File: config.mk
export PLATFORM = sky130hd
export DESIGN_NAME = instruction_fetch
export DESIGN_NICKNAME = d
export VERILOG_FILES = /design/src/rtl/riscv_pkg.sv /design/src/rtl/instruction_fetch_fifo.sv /design/src/rtl/instruction_fetch.sv
export SDC_FILE = /design/constraint.sdc
export NUM_CORES = 1
export LEC_CHECK = 0
export BUFFER_PORTS_ARGS = -buffer_cell sky130_fd_sc_hd__buf_2
export CORE_MARGIN = 1.5
export CORE_UTILIZATION = 55
export DETAILED_ROUTE_END_ITERATION = 8
export GPL_TIMING_DRIVEN = 0
export PLACE_DENSITY = 0.78
export SLEW_MARGIN = 0
export SYNTH_ARGS = -nofsm -noshare
export SYNTH_HDL_FRONTEND = slang
export SYNTH_HIERARCHICAL = 1
export SYNTH_SLANG_ARGS = --single-unit
File: constraint.sdc
create_clock -name clk -period 4.3 [get_ports clk]
set_input_delay 0.645 -clock clk [delete_from_list [all_inputs] [get_ports clk]]
set_output_delay 0.645 -clock clk [all_outputs]
set_load 0.01 [all_outputs]
File: src/rtl/riscv_pkg.sv
// Shared types and constants for the instruction fetch front-end.
// Latency: none (types, constants and a pure helper only).
// Backpressure: not applicable.
package riscv_pkg;

  localparam logic [31:0] RESET_VECTOR = 32'h0000_0000;

  typedef struct packed {
    logic [31:0] pc;
    logic [31:0] instr;
  } fetch_entry_t;

  typedef enum logic {
    RUN   = 1'b0,
    FAULT = 1'b1
  } fetch_state_e;

  // A fetch target must be word aligned
  function automatic logic misaligned(input logic [31:0] addr);
    return addr[1:0] != 2'b00;
  endfunction

endpackage

File: src/rtl/instruction_fetch_fifo.sv
// Instruction buffer: registered FIFO of {pc, instr} entries with flush.
// Latency: push in cycle N is visible at the head in cycle N+1 (no bypass).
// Backpressure: none internally; the writer guarantees space, flush beats push/pop.
module fetch_fifo
  import riscv_pkg::*;
#(
  parameter int DEPTH = 4,
  localparam int AW = $clog2(DEPTH),
  localparam int CW = $clog2(DEPTH + 1)
) (
  input  logic          clk,
  input  logic          rst_n,
  input  logic          push,
  input  fetch_entry_t  push_data,
  input  logic          pop,
  input  logic          flush,
  output fetch_entry_t  head,
  output logic [CW-1:0] count
);

  localparam logic [CW-1:0] FULL_CNT = CW'(DEPTH);

  fetch_entry_t  mem [DEPTH];
  logic [AW-1:0] wr_ptr;
  logic [AW-1:0] rd_ptr;
  logic          do_push;
  logic          do_pop;

  assign do_push = push && !flush;
  assign do_pop  = pop && !flush && (count != '0);
  assign head    = mem[rd_ptr];

  // Storage: cleared on reset so the head reads as zero until the first push
  always_ff @(posedge clk or negedge rst_n) begin
    if (!rst_n) begin
      for (int i = 0; i < DEPTH; i++) begin
        mem[i] <= '0;
      end
    end else if (do_push) begin
      mem[wr_ptr] <= push_data;
    end
  end

  // Pointers and occupancy; flush empties the buffer in one cycle
  always_ff @(posedge clk or negedge rst_n) begin
    if (!rst_n) begin
      wr_ptr <= '0;
      rd_ptr <= '0;
      count  <= '0;
    end else if (flush) begin
      wr_ptr <= '0;
      rd_ptr <= '0;
      count  <= '0;
    end else begin
      if (do_push) wr_ptr <= wr_ptr + AW'(1);
      if (do_pop)  rd_ptr <= rd_ptr + AW'(1);
      count <= count + CW'(do_push) - CW'(do_pop);
      assert (!(do_push && !do_pop && count == FULL_CNT));
    end
  end

endmodule

File: src/rtl/instruction_fetch.sv
// Fetch stage: owns the PC, issues imem reads, buffers words, presents {pc, instr} to decode.
// Latency: imem response in cycle N -> dec_valid in cycle N+1; redirect in N -> new request in N+1.
// Backpressure: dec_ready low fills the buffer; requests stop via credits (buffer + in-flight <= depth).
// Optional: define IFETCH_PERF_EN to add perf_fetched / perf_squashed saturating counters.
module instruction_fetch
  import riscv_pkg::*;
#(
  parameter logic [31:0] RESET_PC   = RESET_VECTOR,
  parameter int          FIFO_DEPTH = 4,
  parameter int          MAX_OUTST  = 2
) (
  input  logic        clk,
  input  logic        rst_n,
  output logic        imem_req_valid,
  input  logic        imem_req_ready,
  output logic [31:0] imem_req_addr,
  input  logic        imem_rsp_valid,
  input  logic [31:0] imem_rsp_data,
  input  logic        redirect_valid,
  input  logic [31:0] redirect_pc,
  output logic        dec_valid,
  input  logic        dec_ready,
  output logic [31:0] dec_pc,
  output logic [31:0] dec_instr,
`ifdef IFETCH_PERF_EN
  output logic [31:0] perf_fetched,
  output logic [31:0] perf_squashed,
`endif
  output logic        fetch_fault
);

  localparam int CW = $clog2(FIFO_DEPTH + 1);
  localparam int SW = CW + 1;
  localparam logic [SW-1:0] DEPTH_S = SW'(FIFO_DEPTH);
  localparam logic [CW-1:0] MAX_O   = CW'(MAX_OUTST);

  fetch_state_e  state;
  logic          started;
  logic [31:0]   fetch_pc;
  logic [31:0]   rsp_pc;
  logic [CW-1:0] outst;
  logic [CW-1:0] outst_next;
  logic [CW-1:0] drop;
  logic [CW-1:0] fifo_cnt;
  logic          credit_ok;
  logic          req_hs;
  logic          keep_rsp;
  logic          drop_rsp;
  logic          pop;
  fetch_entry_t  push_entry;
  fetch_entry_t  fifo_head;

  // Buffered words plus reads still in flight may never exceed the buffer size
  assign credit_ok = (({1'b0, fifo_cnt} + {1'b0, outst}) < DEPTH_S) && (outst < MAX_O);

  // started holds requests off for the first cycle after reset release
  assign imem_req_valid = started && (state == RUN) && !redirect_valid && credit_ok;
  assign imem_req_addr  = fetch_pc;
  assign req_hs         = imem_req_valid && imem_req_ready;

  // A response arriving in the redirect cycle is stale, so it is dropped without counting in drop
  assign outst_next = outst + CW'(req_hs) - CW'(imem_rsp_valid);
  assign keep_rsp   = imem_rsp_valid && !redirect_valid && (drop == '0);
  assign drop_rsp   = imem_rsp_valid && (redirect_valid || (drop != '0));

  assign push_entry = '{pc: rsp_pc, instr: imem_rsp_data};

  assign dec_valid = (fifo_cnt != '0) && (state == RUN) && !redirect_valid;
  assign pop       = dec_valid && dec_ready;
  assign dec_pc    = fifo_head.pc;
  assign dec_instr = fifo_head.instr;

  fetch_fifo #(
    .DEPTH (FIFO_DEPTH)
  ) u_fifo (
    .clk       (clk),
    .rst_n     (rst_n),
    .push      (keep_rsp),
    .push_data (push_entry),
    .pop       (pop),
    .flush     (redirect_valid),
    .head      (fifo_head),
    .count     (fifo_cnt)
  );

  // Run/fault control: misaligned redirect parks the stage, an aligned one releases it
  always_ff @(posedge clk or negedge rst_n) begin
    if (!rst_n) begin
      state       <= RUN;
      fetch_fault <= 1'b0;
      started     <= 1'b0;
    end else begin
      started <= 1'b1;
      case (state)
        RUN: begin
          if (redirect_valid && misaligned(redirect_pc)) begin
            state       <= FAULT;
            fetch_fault <= 1'b1;
          end
        end
        FAULT: begin
          if (redirect_valid && !misaligned(redirect_pc)) begin
            state <= RUN;
          end
        end
        default: state <= RUN;
      endcase
    end
  end

  // PCs and in-flight bookkeeping; every read still outstanding after a redirect is stale
  always_ff @(posedge clk or negedge rst_n) begin
    if (!rst_n) begin
      fetch_pc <= RESET_PC;
      rsp_pc   <= RESET_PC;
      outst    <= '0;
      drop     <= '0;
    end else begin
      outst <= outst_next;
      if (redirect_valid) begin
        fetch_pc <= redirect_pc;
        rsp_pc   <= redirect_pc;
        drop     <= outst_next;
      end else begin
        if (req_hs)   fetch_pc <= fetch_pc + 32'd4;
        if (keep_rsp) rsp_pc   <= rsp_pc + 32'd4;
        if (drop_rsp) drop     <= drop - CW'(1);
      end
    end
  end

`ifdef IFETCH_PERF_EN
  logic [SW-1:0] squash_now;
  logic [32:0]   fetched_sum;
  logic [32:0]   squashed_sum;

  assign squash_now   = (redirect_valid ? {1'b0, fifo_cnt} : '0) + SW'(drop_rsp);
  assign fetched_sum  = {1'b0, perf_fetched} + 33'(keep_rsp);
  assign squashed_sum = {1'b0, perf_squashed} + 33'(squash_now);

  // Saturating event counters: words buffered, and words discarded by flush or drop
  always_ff @(posedge clk or negedge rst_n) begin
    if (!rst_n) begin
      perf_fetched  <= '0;
      perf_squashed <= '0;
    end else begin
      perf_fetched  <= fetched_sum[32]  ? '1 : fetched_sum[31:0];
      perf_squashed <= squashed_sum[32] ? '1 : squashed_sum[31:0];
    end
  end
`endif

endmodule
==> metrics.md, run 1 <==
| Metric | Value |
|---|---|
| Status | complete, no violations |
| Vias after detailed routing | approximately 10000 |
| Worst vdd ir | about 0.00034 V |
| Cts repair resizes | 0 |
| CP Data Required Time | between 4 and 5 ns |
| Skew final | roughly 0.033 ns |
| Final hold vios | 0 |
| Critical Path AT | approximately 3.9 ns |
| Worst setup path class | flop to flop |
| Area occupied by multi-input gates | 6701 um2 |
| Minimum clock period after layout | 3.448 ns |
| Bufs on Longest Clock Path | 3 |
| Crit end category | flop |
| Post-Syn Area | approximately 16000 um2 |
| Power per cell area | around 480 nW/um2 |
| Largest family of logic cells by synthesized area | multiplexers |
| # IOs | roughly 170 |
| Share of layout cells above drive strength 1 | a little under half |
| Gpl congestion | 0.9247 |
| Vias in the first global route | approximately 10000 |
| Mapped Cells | between 1000 and 1500 |
| Total power | 0.008862 W |
| Initial antenna violation count | 1 |
| FF+latch area | 8408 um2 |
| Ranking of synthesized cells by area | dfrtp_1 53%, mux2_2 19%, mux4_2 9.1% |
| R2R depth | 13 |
| RSZ-0062 raised after global routing | false |
| H-Tree Depth | 2 |
| Layout fillers | 2095 |
| Yosys warnings | 6 |
| Final setup viols | 0 |
| Final Slew Violations | 0 |
| Max-slew headroom at the worst pin | between 30 and 40% |
| Critical-path maximum fanout | 10 |
| Clk pin slew, worst setup/hold paths | approximately 0.06 ns |
| Top cell type by total area after synthesis | dfrtp_1 |
| MaxCap Viol Count | 0 |
| Finished Core Util | ~66% |
| Worst Hold Slack | about 0.16 ns |
| Simple-gate share of the synthesized area | between 7 and 8% |
| Post-synth ARST share | 100.0% |
| Total die area | slightly below 30000 um2 |
| Synth cell count leaders | 336 x dfrtp_1, 261 x mux2_2, 64 x mux4_2 |
| Dpl hpwl | about 24000 um |
| CTS tree | done |
| Total Nets Final | roughly 1400 |
| Final WL | 35390 um |
| Chip height | between 150 and 200 um |
| Die X | 172.3 um |
| Antenna diodes | 0 |
| Top cell type's share of synthesized area | a little over half |
| Global Route Usage Sum | 24.57% |
| Drt wl/cell | around 20 um |
| LEAKAGE | ~9 nW |
| Seq cells post-synth | between 300 and 400 |
| CORE AREA | around 28000 um2 |
| Mapped Nets | about 1200 |
| Rows | 61 |
| Pre-antenna DRT Iters | 6 |
| Largest net degree at the start of global routing | 124 |
| ANT nets after route | 0 |
| Hold Path Class | input pin to async pin |
| DRC Markers | 0 |
| Post-synth EDFFs | 0 |
| Total global routing overflow | 0 |
| Starting Density | 56.30% |
| Main synth FF type | dfrtp_1 |
| Clk sinks | between 300 and 400 |
| Mux share of post-synthesis cell area | roughly 28% |
| Startpoint Class | flop |
| Root Buffer | clkbuf_16 |
| Syn avg cell area | ~14 um2 |
| Synth unique cells | 57 |
| Hold-fix buffer count after cts | 0 |
| P&R area growth vs syn | 16.39% |
| Worst-Margin Slew | between 0.9 and 1 ns |
| Worst skew pair latency | around 0.53 ns |
| Post-synthesis compound-gate area fraction | 3.928% |
| Synth Area in Adders | between 1 and 1.5% |
| Most common cell in the netlist | dfrtp_1 |
| Inserted Clock Buffers | 37 |
| Sequential area share after synthesis | a little over half |
| Peak Freq | roughly 0.29 GHz |
| Global-route wire length before repair | between 50000 and 60000 um |
| Post-Synth XOR/XNOR Area | 1.976% |
| Period utilization | approximately four fifths |
| Vias per Instance | around 5.9 |
| Port Buffers | around 170 |
| Post-CTS setup repair buffer count | 0 |
| 1st-iter DRT viols | around 760 |
[per-layer routing]
metal  up-vias  global-route usage [%]  part of all wire [%]
met5         -                       0                 0.037
met2       360                   40.90                    48
met3        47                   4.623                   6.6
li1       4498                       -                     -
met4         2                   5.293                   1.7
met1      5187                   33.75                    43
[power breakdown]
part	internal, W	switching (W)
clock network	0.00191	0.00123
registers	0.00364	0.000318
logic	0.000962	0.000800
[cells in the final DEF (no fill, tap or decap), types with 3 or more instances in the layout]
cell type  instances
clkbuf_16         38
clkbuf_1          25
o311ai_0          10
nand4_1           15
nand2_1           63
nor4_4             3
a31oi_1            5
nand3_1           31
xnor2_1           28
buf_12             4
buf_4              9
and2_1             6
o21ai_1            9
o21ai_0           41
o211ai_1          13
o31a_1             4
buf_6             27
mux2_2           261
mux4_2            64
nand3b_1           4
nor2b_1            3
clkbuf_8          10
buf_2            177
and3_1             4
nor2_1            32
nor4_2             5
or3_1              3
dfrtp_1          336
xor2_1             5
nor4_1             5
mux2i_1            3
ha_1              15
and4_1             4
nor3_1            10
a21oi_1            7
nand2b_1           3
inv_1             24
[worst max-delay path: stages (launching register included)]
cell     delay, ns
dfrtp_1       0.43
ha_1          0.31
or4bb_1       0.55
nor3_4        0.27
inv_2         0.10
buf_2         0.21
buf_2         0.23
ha_1          0.30
inv_1         0.04
ha_1          0.18
fa_1          0.39
xnor2_1       0.21
nand2_1       0.07
o21ai_0       0.10
[flip-flops by register name, indices dropped and copies added, names as in the netlist, named ones only]
| name | cells |
|---|---|
| drop | 3 |
| u_fifo/wr_ptr | 2 |
| fetch_fault | 1 |
| u_fifo/count | 3 |
| imem_req_addr | 32 |
| u_fifo/rd_ptr | 2 |
| u_fifo/mem | 256 |
| outst | 3 |
| started | 1 |
| rsp_pc | 32 |
[cell type report]
type	instances	share of cell area, %
flip-flops and latches	336	45.81
multi-input cells	680	36.51
clock buffers	59	6.156
repair buffers	170	4.936
plain buffers	66	3.061
well taps	378	2.577
inverters	26	0.5317
clock inverters	3	0.4158
[per-stage QoR]
step	instance area [um2]	instances	setup slack (ns)	setup TNS, ns
after floorplan	15770	1108	1.271	0
after global routing	18350	1718	0.6327	0
after global placement	17080	1654	-3.711	-1233.32
after CTS	18350	1718	0.8487	0
after detailed placement	17150	1656	0.7531	0
final	18350	1718	0.8518	0
[path summary, 6_finish.rpt]
check	slack, ns	to	from
worst min register to register	0.50	u_fifo/mem[105]	u_fifo/mem[105]
min in group clk	0.35	rsp_pc[5]	redirect_pc[5]
worst min-delay path	0.16	u_fifo/mem[85]	rst_n
worst max-delay path	0.85	drop[2]	u_fifo/count[2]
worst max register to register	0.85	drop[2]	u_fifo/count[2]
max in group asynchronous	3.04	u_fifo/mem[191]	rst_n
[kinds of logic (layout without fill, tap and decap cells)]
family                     count (synthesis)  in the layout
other                                      1              1
AOI/OAI and AO/OA                         98             98
adders and majority gates                 17             17
DFF                                      336            336
buffers and inverters                     92            324
xor gates and xnor gates                  34             34
muxes                                    328            328
and+or+nand+nor                          202            202
Note: power is estimated with default switching activity, not from simulation.
==> run 2: changes to the inputs <==
- ABC_AREA: unset -> 1
- clock period: 4.3 -> 3.6 ns (I/O delays scaled with it)
==> run 2 against run 1 <==
Net effect:
- combinational power rose by 15%
- utilization fell by 1.2 points
- die area rose by 4.3%
- non-clock buffer count rose by 50
- first-iteration DRC count rose by 130%
- critical path type is now flop to output pin
- largest cell class unchanged
==> metrics.md, run 2 <==
| Metric | Value |
|---|---|
| Critical-path maximum fanout | 10 |
| Place WS | between 0.5 and 0.6 ns |
| Pre-antenna DRT Iters | 6 |
| Power per cell area | 541.3 nW/um2 |
| LEAKAGE | a little over 9 nW |
| Bufs on Longest Clock Path | 3 |
| P&R area growth vs syn | 15.52% |
| Most common cell after layout, fill and taps aside | nand2_1 |
| DRC Markers | 0 |
| 1st-iter DRT viols | about 1700 |
| Clk pin slew, worst setup/hold paths | roughly 0.060 ns |
| Worst Hold Slack | approximately 0.13 ns |
| Clock Power Share | 34.9% |
| Share of layout cells above drive strength 1 | roughly 15% |
| ANT nets after route | 0 |
| R2R depth | 13 |
| Switching pwr | between 0.003 and 0.004 W |
| Final Slew Violations | 0 |
| Final WL | approximately 47000 um |
| Flop2flop setup slack | about 0.61 ns |
| Startpoint Class | flop |
| Dpl hpwl | 33350 um |
| Post-CTS setup repair buffer count | 0 |
| Max-slew headroom at the worst pin | about 39% |
| Hold Path Class | input pin to async pin |
| Combinational fraction of design power | between 10% and 20% |
| Post-synth EDFFs | 0 |
| Final WS setup | a little under 0.5 ns |
| Ranking of synthesized cells by area | dfrtp_1 51%, o21ai_0 14%, nand2_1 12% |
| Peak Freq | 0.3220 GHz |
| Crit Reg-Reg Startpoint | u_fifo/count[2] |
| Synth unique cells | 42 |
| Global-route wire length before repair | approximately 76000 um |
| MaxCap Viol Count | 0 |
| Total die area | around 31000 um2 |
| Seq cells post-synth | ~340 |
| Highest-count cells in the layout ignoring fill and taps | 540 x nand2_1, 456 x o21ai_0, 336 x dfrtp_1, 275 x nor2_1, 223 x buf_2 |
| Drt wl/cell | about 17 um |
| Total global routing overflow | 0 |
| # IOs | between 150 and 200 |
| Initial antenna violation count | 1 |
| Total Nets Final | approximately 2400 |
| Vias in the first global route | ~15000 |
| Syn avg cell area | just under 8 um2 |
| Final hold vios | 0 |
| Max FFs per register | approximately 260 |
| Worst-Margin Slew | between 0.9 and 1 ns |
| Clk sinks | around 340 |
| Mapped Nets | between 2000 and 2500 |
| Starting Density | 55.71% |
| Placed Area | roughly 18000 um2 |
| RSZ-0062 raised after global routing | false |
| Finished Cell Area | 19020 um2 |
| Minimum clock period after layout | between 3 and 4 ns |
| Die X | about 180 um |
| H-Tree Depth | 2 |
| CP Data Required Time | 3.06 ns |
| Sequential area share after synthesis | 51.06% |
| Critical Path AT | about 2.6 ns |
| Status | complete, no violations |
| Period utilization | between 80 and 90% |
| CTS tree | done |
| Synth cell count leaders | 540 x nand2_1, 456 x o21ai_0, 336 x dfrtp_1 |
| Vias per Instance | around 5.7 |
| Switching Share | 30.26% |
| Worst vdd ir | around 0.00028 V |
| Rows | 63 |
| Inserted Clock Buffers | 36 |
| Sequential power share | ~46% |
| Reg2reg end | drop[2] |
| Largest net degree at the start of global routing | between 100 and 150 |
| Gpl congestion | between 0.9 and 1 |
| Skew final | roughly 0.020 ns |
| Most common cell in the netlist | nand2_1 |
| Layout fillers | 2561 |
| Cts repair resizes | 0 |
| Root Buffer | clkbuf_16 |
| Final setup viols | 0 |
| Yosys warnings | 6 |
| Crit end category | output pin |
| Top cell type by total area after synthesis | dfrtp_1 |
| Most flop-heavy register | u_fifo/mem |
| Vias after detailed routing | ~15000 |
| Hold-fix buffer count after cts | 0 |
| Top cell type's share of synthesized area | 51.06% |
| Port Buffers | between 150 and 200 |
| Chip height | around 180 um |
| Antenna diodes | 0 |
| Post-synth ARST share | 100.0% |
| Worst setup path class | flop to output pin |
| CORE AREA | just under 30000 um2 |
| Main synth FF type | dfrtp_1 |
| Pint | between 0.007 and 0.008 W |
| Global Route Usage Sum | 30.90% |
| Post-Syn Area | about 16000 um2 |
| Worst skew pair latency | roughly 0.52 ns |
| Mapped Cells | 2104 |
run 2: worst max path at each step:
| stage | startpoint | endpoint | cells past startpoint |
|---|---|---|---|
| 5_1_grt | u_fifo/count[2] | drop[2] | 13 |
| 6_report | u_fifo/rd_ptr[1] | dec_pc[18] | 6 |
| 2_1_floorplan | u_fifo/count[2] | drop[2] | 13 |
| 3_3_place_gp | rst_n | imem_req_addr[31] | 1 |
| 3_5_place_dp | redirect_valid | u_fifo/count[2] | 16 |
| 4_1_cts | u_fifo/rd_ptr[1] | dec_pc[11] | 6 |
run 2: cell families after synthesis:
kind of cell / synth area share, %
and+or+nand+nor: 23.81
other: 0.02277
AOI/OAI and AO/OA: 15.90
adders and majority gates: 1.383
xor gates and xnor gates: 1.163
buffers and inverters: 6.656
DFF: 51.06
run 2: power by group through the flow:
stage                     Sequential [W]  Clock [W]  Combinational (W)
after floorplan                  0.00465          0            0.00123
after CTS                        0.00468    0.00364            0.00202
after detailed placement         0.00474          0            0.00201
final                            0.00469    0.00359            0.00202
after global routing             0.00476    0.00381            0.00229
after global placement           0.00472          0            0.00195
run 2: layout make-up:
cell class,instances,area [um2],area share (%)
Buffer,116,540.5,2.842
Multi-Input combinational cell,1504,6963,36.60
Clock buffer,55,1104,5.801
Timing Repair Buffer,170,905.9,4.762
Inverter,148,555.5,2.920
Sequential cell,336,8408,44.20
Clock inverter,10,57.56,0.3026
Tap cell,390,488.0,2.565
run 2: through the flow:
step                      setup TNS, ns  power [W]  utilization, %  instances
after global placement         -1457.22   0.006668           60.20       2662
final                                 0    0.01030           64.35       2729
after CTS                             0    0.01034           64.35       2729
after detailed placement              0   0.006746           60.42       2664
after global routing                  0    0.01086           64.35       2729
after floorplan                       0   0.005880               -       2104
run 2: worst max-delay path, stage by stage, from the launching register on:
cell,delay [ns]
dfrtp_1,0.44
inv_1,0.15
buf_2,0.29
clkbuf_1,0.40
o21ai_0,0.14
o21ai_0,0.42
buf_2,0.22
run 2: metal layers:
| metal | share of wire, % | up-vias | track usage, % |
|---|---|---|---|
| li1 | - | 7213 | - |
| met1 | 41 | 7401 | 40.24 |
| met2 | 49 | 714 | 53.03 |
| met3 | 7.0 | 100 | 3.747 |
| met4 | 3.1 | 0 | 11.50 |
| met5 | 0 | - | 0 |
==> run 3: changes to the inputs <==
- CORE_UTILIZATION: 55 -> 54
- PLACE_DENSITY: 0.78 -> 0.8
- clock period: 3.6 -> 2.6 ns (I/O delays scaled with it)
==> run 3 against run 2 <==
Net effect:
- flip-flop and latch count did not move
- non-clock buffer count grew 7
- global-route usage hardly changed
- wire length increased by 1.6%
- count of clock-buffer cells in the layout fell by 4
- die area grew 1.8%
- sequential share of layout area down 0.45 points
- critical endpoint is now dec_pc[20]
- largest cell class unchanged
- highest routed layer unchanged
==> metrics.md, run 3 (same netlist as run 2, synthesis figures left out) <==
| Metric | Value |
|---|---|
| Status | complete, no violations |
| # IOs | around 170 |
| Global-route wire length before repair | between 70000 and 80000 um |
| Port Buffers | approximately 170 |
| Finished Core Util | between 60 and 70% |
| Worst-Margin Slew | approximately 0.67 ns |
| Largest net degree at the start of global routing | 120 |
| Starting Density | between 50% and 60% |
| Skew final | about 0.011 ns |
| Global Route Usage Sum | roughly 31% |
| CTS tree | done |
| Switching pwr | between 0.004 and 0.005 W |
| FF+latch area | 8409 um2 |
| Vias after detailed routing | 15510 |
| Peak Freq | between 0.3 and 0.4 GHz |
| Root Buffer | clkbuf_16 |
| Combinational fraction of design power | about a fifth |
| Slowest cell on the critical path | dfrtp_1 |
| Vias per Instance | around 5.7 |
| Startpoint Class | flop |
| Gpl congestion | 0.9598 |
| Clock Power Share | a little over a third |
| Critical-path maximum fanout | 10 |
| Power per cell area | approximately 750 nW/um2 |
| Pint | between 0.01 and 0.015 W |
| ANT nets after route | 0 |
| CP Data Required Time | about 2.2 ns |
| 1st-iter DRT viols | 1518 |
| Highest-count cells in the layout ignoring fill and taps | 539 x nand2_1, 443 x o21ai_0, 335 x dfrtp_1, 274 x nor2_1, 220 x buf_2 |
| LEAKAGE | ~9.2 nW |
| Minimum clock period after layout | 2.541 ns |
| Chip height | 177.6 um |
| Total global routing overflow | 0 |
| Final WL | 47690 um |
| Dpl hpwl | ~34000 um |
| Most flop-heavy register | u_fifo/mem |
| Final Slew Violations | 0 |
| Final hold vios | 0 |
| Total die area | about 32000 um2 |
| CP dominant cell by count | buf_2 |
| Total power | between 0.01 and 0.015 W |
| Worst skew pair latency | 0.52 ns |
| Max-slew headroom at the worst pin | a little under three fifths |
| P&R area growth vs syn | 16.72% |
| Initial antenna violation count | 1 |
| Share of layout cells above drive strength 1 | 15.83% |
| H-Tree Depth | 2 |
| CORE AREA | 29800 um2 |
| Drt wl/cell | 17.44 um |
| Critical Path AT | 2.15 ns |
| Layout fillers | between 2000 and 3000 |
| CP peak stage delay | between 0.4 and 0.5 ns |
| Period utilization | a little over nine tenths |
| RSZ-0062 raised after global routing | true |
| Critical Path, Cell by Cell | inv_1 > buf_4 > buf_2 > o21ai_0 > o21ai_1 > buf_2 |
| Switching Share | slightly above 30% |
| Clk sinks | 336 |
| Total Nets Final | about 2400 |
| Crit end category | output pin |
| Inserted Clock Buffers | 36 |
| Pre-antenna DRT Iters | 5 |
| Worst setup path class | flop to output pin |
| Antenna diodes | 0 |
| Die X | 177.6 um |
| MaxCap Viol Count | 0 |
| Finished Cell Area | between 15000 and 20000 um2 |
| Area occupied by multi-input gates | between 7000 and 8000 um2 |
| Vias in the first global route | about 15000 |
| Most common cell after layout, fill and taps aside | nand2_1 |
| Hold Path Class | input pin to flop |
| Bufs on Longest Clock Path | 3 |
| Placed Area | roughly 18000 um2 |
| Max FFs per register | between 200 and 300 |
| Clk pin slew, worst setup/hold paths | around 0.06 ns |
| Final setup viols | 0 |
| Worst vdd ir | about 0.00044 V |
| Rows | 63 |
| Sequential power share | between 40% and 50% |
| DRC Markers | 0 |
## run 3: cell count changes in the layout (fill, tap and decap cells not counted), moves of 3 or more
cell      previous run  this run
clkbuf_2             5        19
buf_2              223       220
o21ai_1             14        27
buf_4                3        11
clkbuf_4             0         3
nor2_4               9        12
clkbuf_1            54        37
o21ai_0            456       443
clkbuf_8            12         6
## run 3: final timing paths
kind                                  start          endpoint  slack, ns  cells past startpoint
setup / recovery           u_fifo/rd_ptr[1]        dec_pc[20]       0.06                      6
min in group asynchronous             rst_n   u_fifo/mem[217]       0.39                      2
setup reg to reg                    drop[0]   u_fifo/count[2]       0.11                     15
max in group asynchronous             rst_n    u_fifo/mem[47]       0.86                      4
hold / removal               redirect_pc[0]         rsp_pc[0]       0.12                      3
hold reg to reg            imem_req_addr[1]  imem_req_addr[1]       0.47                      2
## run 3: power groups by stage
stage | Clock, W | Sequential (W) | Combinational (W)
2_1_floorplan | 0 | 0.00644 | 0.00170
3_3_place_gp | 0 | 0.00653 | 0.00270
3_5_place_dp | 0 | 0.00656 | 0.00281
4_1_cts | 0.00517 | 0.00648 | 0.00288
5_1_grt | 0.00540 | 0.00658 | 0.00330
6_report | 0.00509 | 0.00650 | 0.00291
## run 3: worst max-delay path: cells and delay by family (launching register included)
family / cells / cell delay [ns]
flip-flops: 1 / 0.42
buffers and inverters: 4 / 0.79
AO/OA/AOI/OAI: 2 / 0.41
## run 3: per-layer routing
| layer | track usage, % | routed length [um] | vias up | part of all wire, % |
|---|---|---|---|---|
| met3 | 3.942 | 3474 | 124 | 7.3 |
| met1 | 40.12 | 19150 | 7449 | 40 |
| met4 | 12.39 | 1830 | 0 | 3.8 |
| met2 | 52.70 | 23230 | 703 | 49 |
| li1 | - | - | 7238 | - |
| met5 | 0 | 0 | - | 0 |
## run 3: timing repair
item	CTS	global route
endpoints found under the hold margin	55	0
pin swaps	6	3
setup endpoints to repair	49	43
resized for setup	24	30
hold buffers	1	0
buffers inserted	6	1
## run 3: cell type report
class | instances | share of cell area, %
sequential | 336 | 43.75
multi-input combinational | 1504 | 36.57
clock buffer | 51 | 5.462
timing repair buffer | 179 | 5.182
buffer | 114 | 2.923
inverter | 148 | 2.890
tap | 390 | 2.539
clock inverter | 12 | 0.6835
## run 3: stage by stage
stage | setup TNS (ns) | setup slack [ns] | hold WS, ns | cells
3_5_place_dp | -1.384 | -0.4460 | 0.3515 | 2665
6_report | 0 | 0.05860 | 0.1172 | 2734
5_1_grt | -0.04003 | -0.04003 | 0.1354 | 2734
2_1_floorplan | 0 | 0.0002993 | 0.09441 | 2104
3_3_place_gp | -1735.19 | -5.195 | 0.4521 | 2662
4_1_cts | 0 | 0.004617 | 0.1082 | 2733
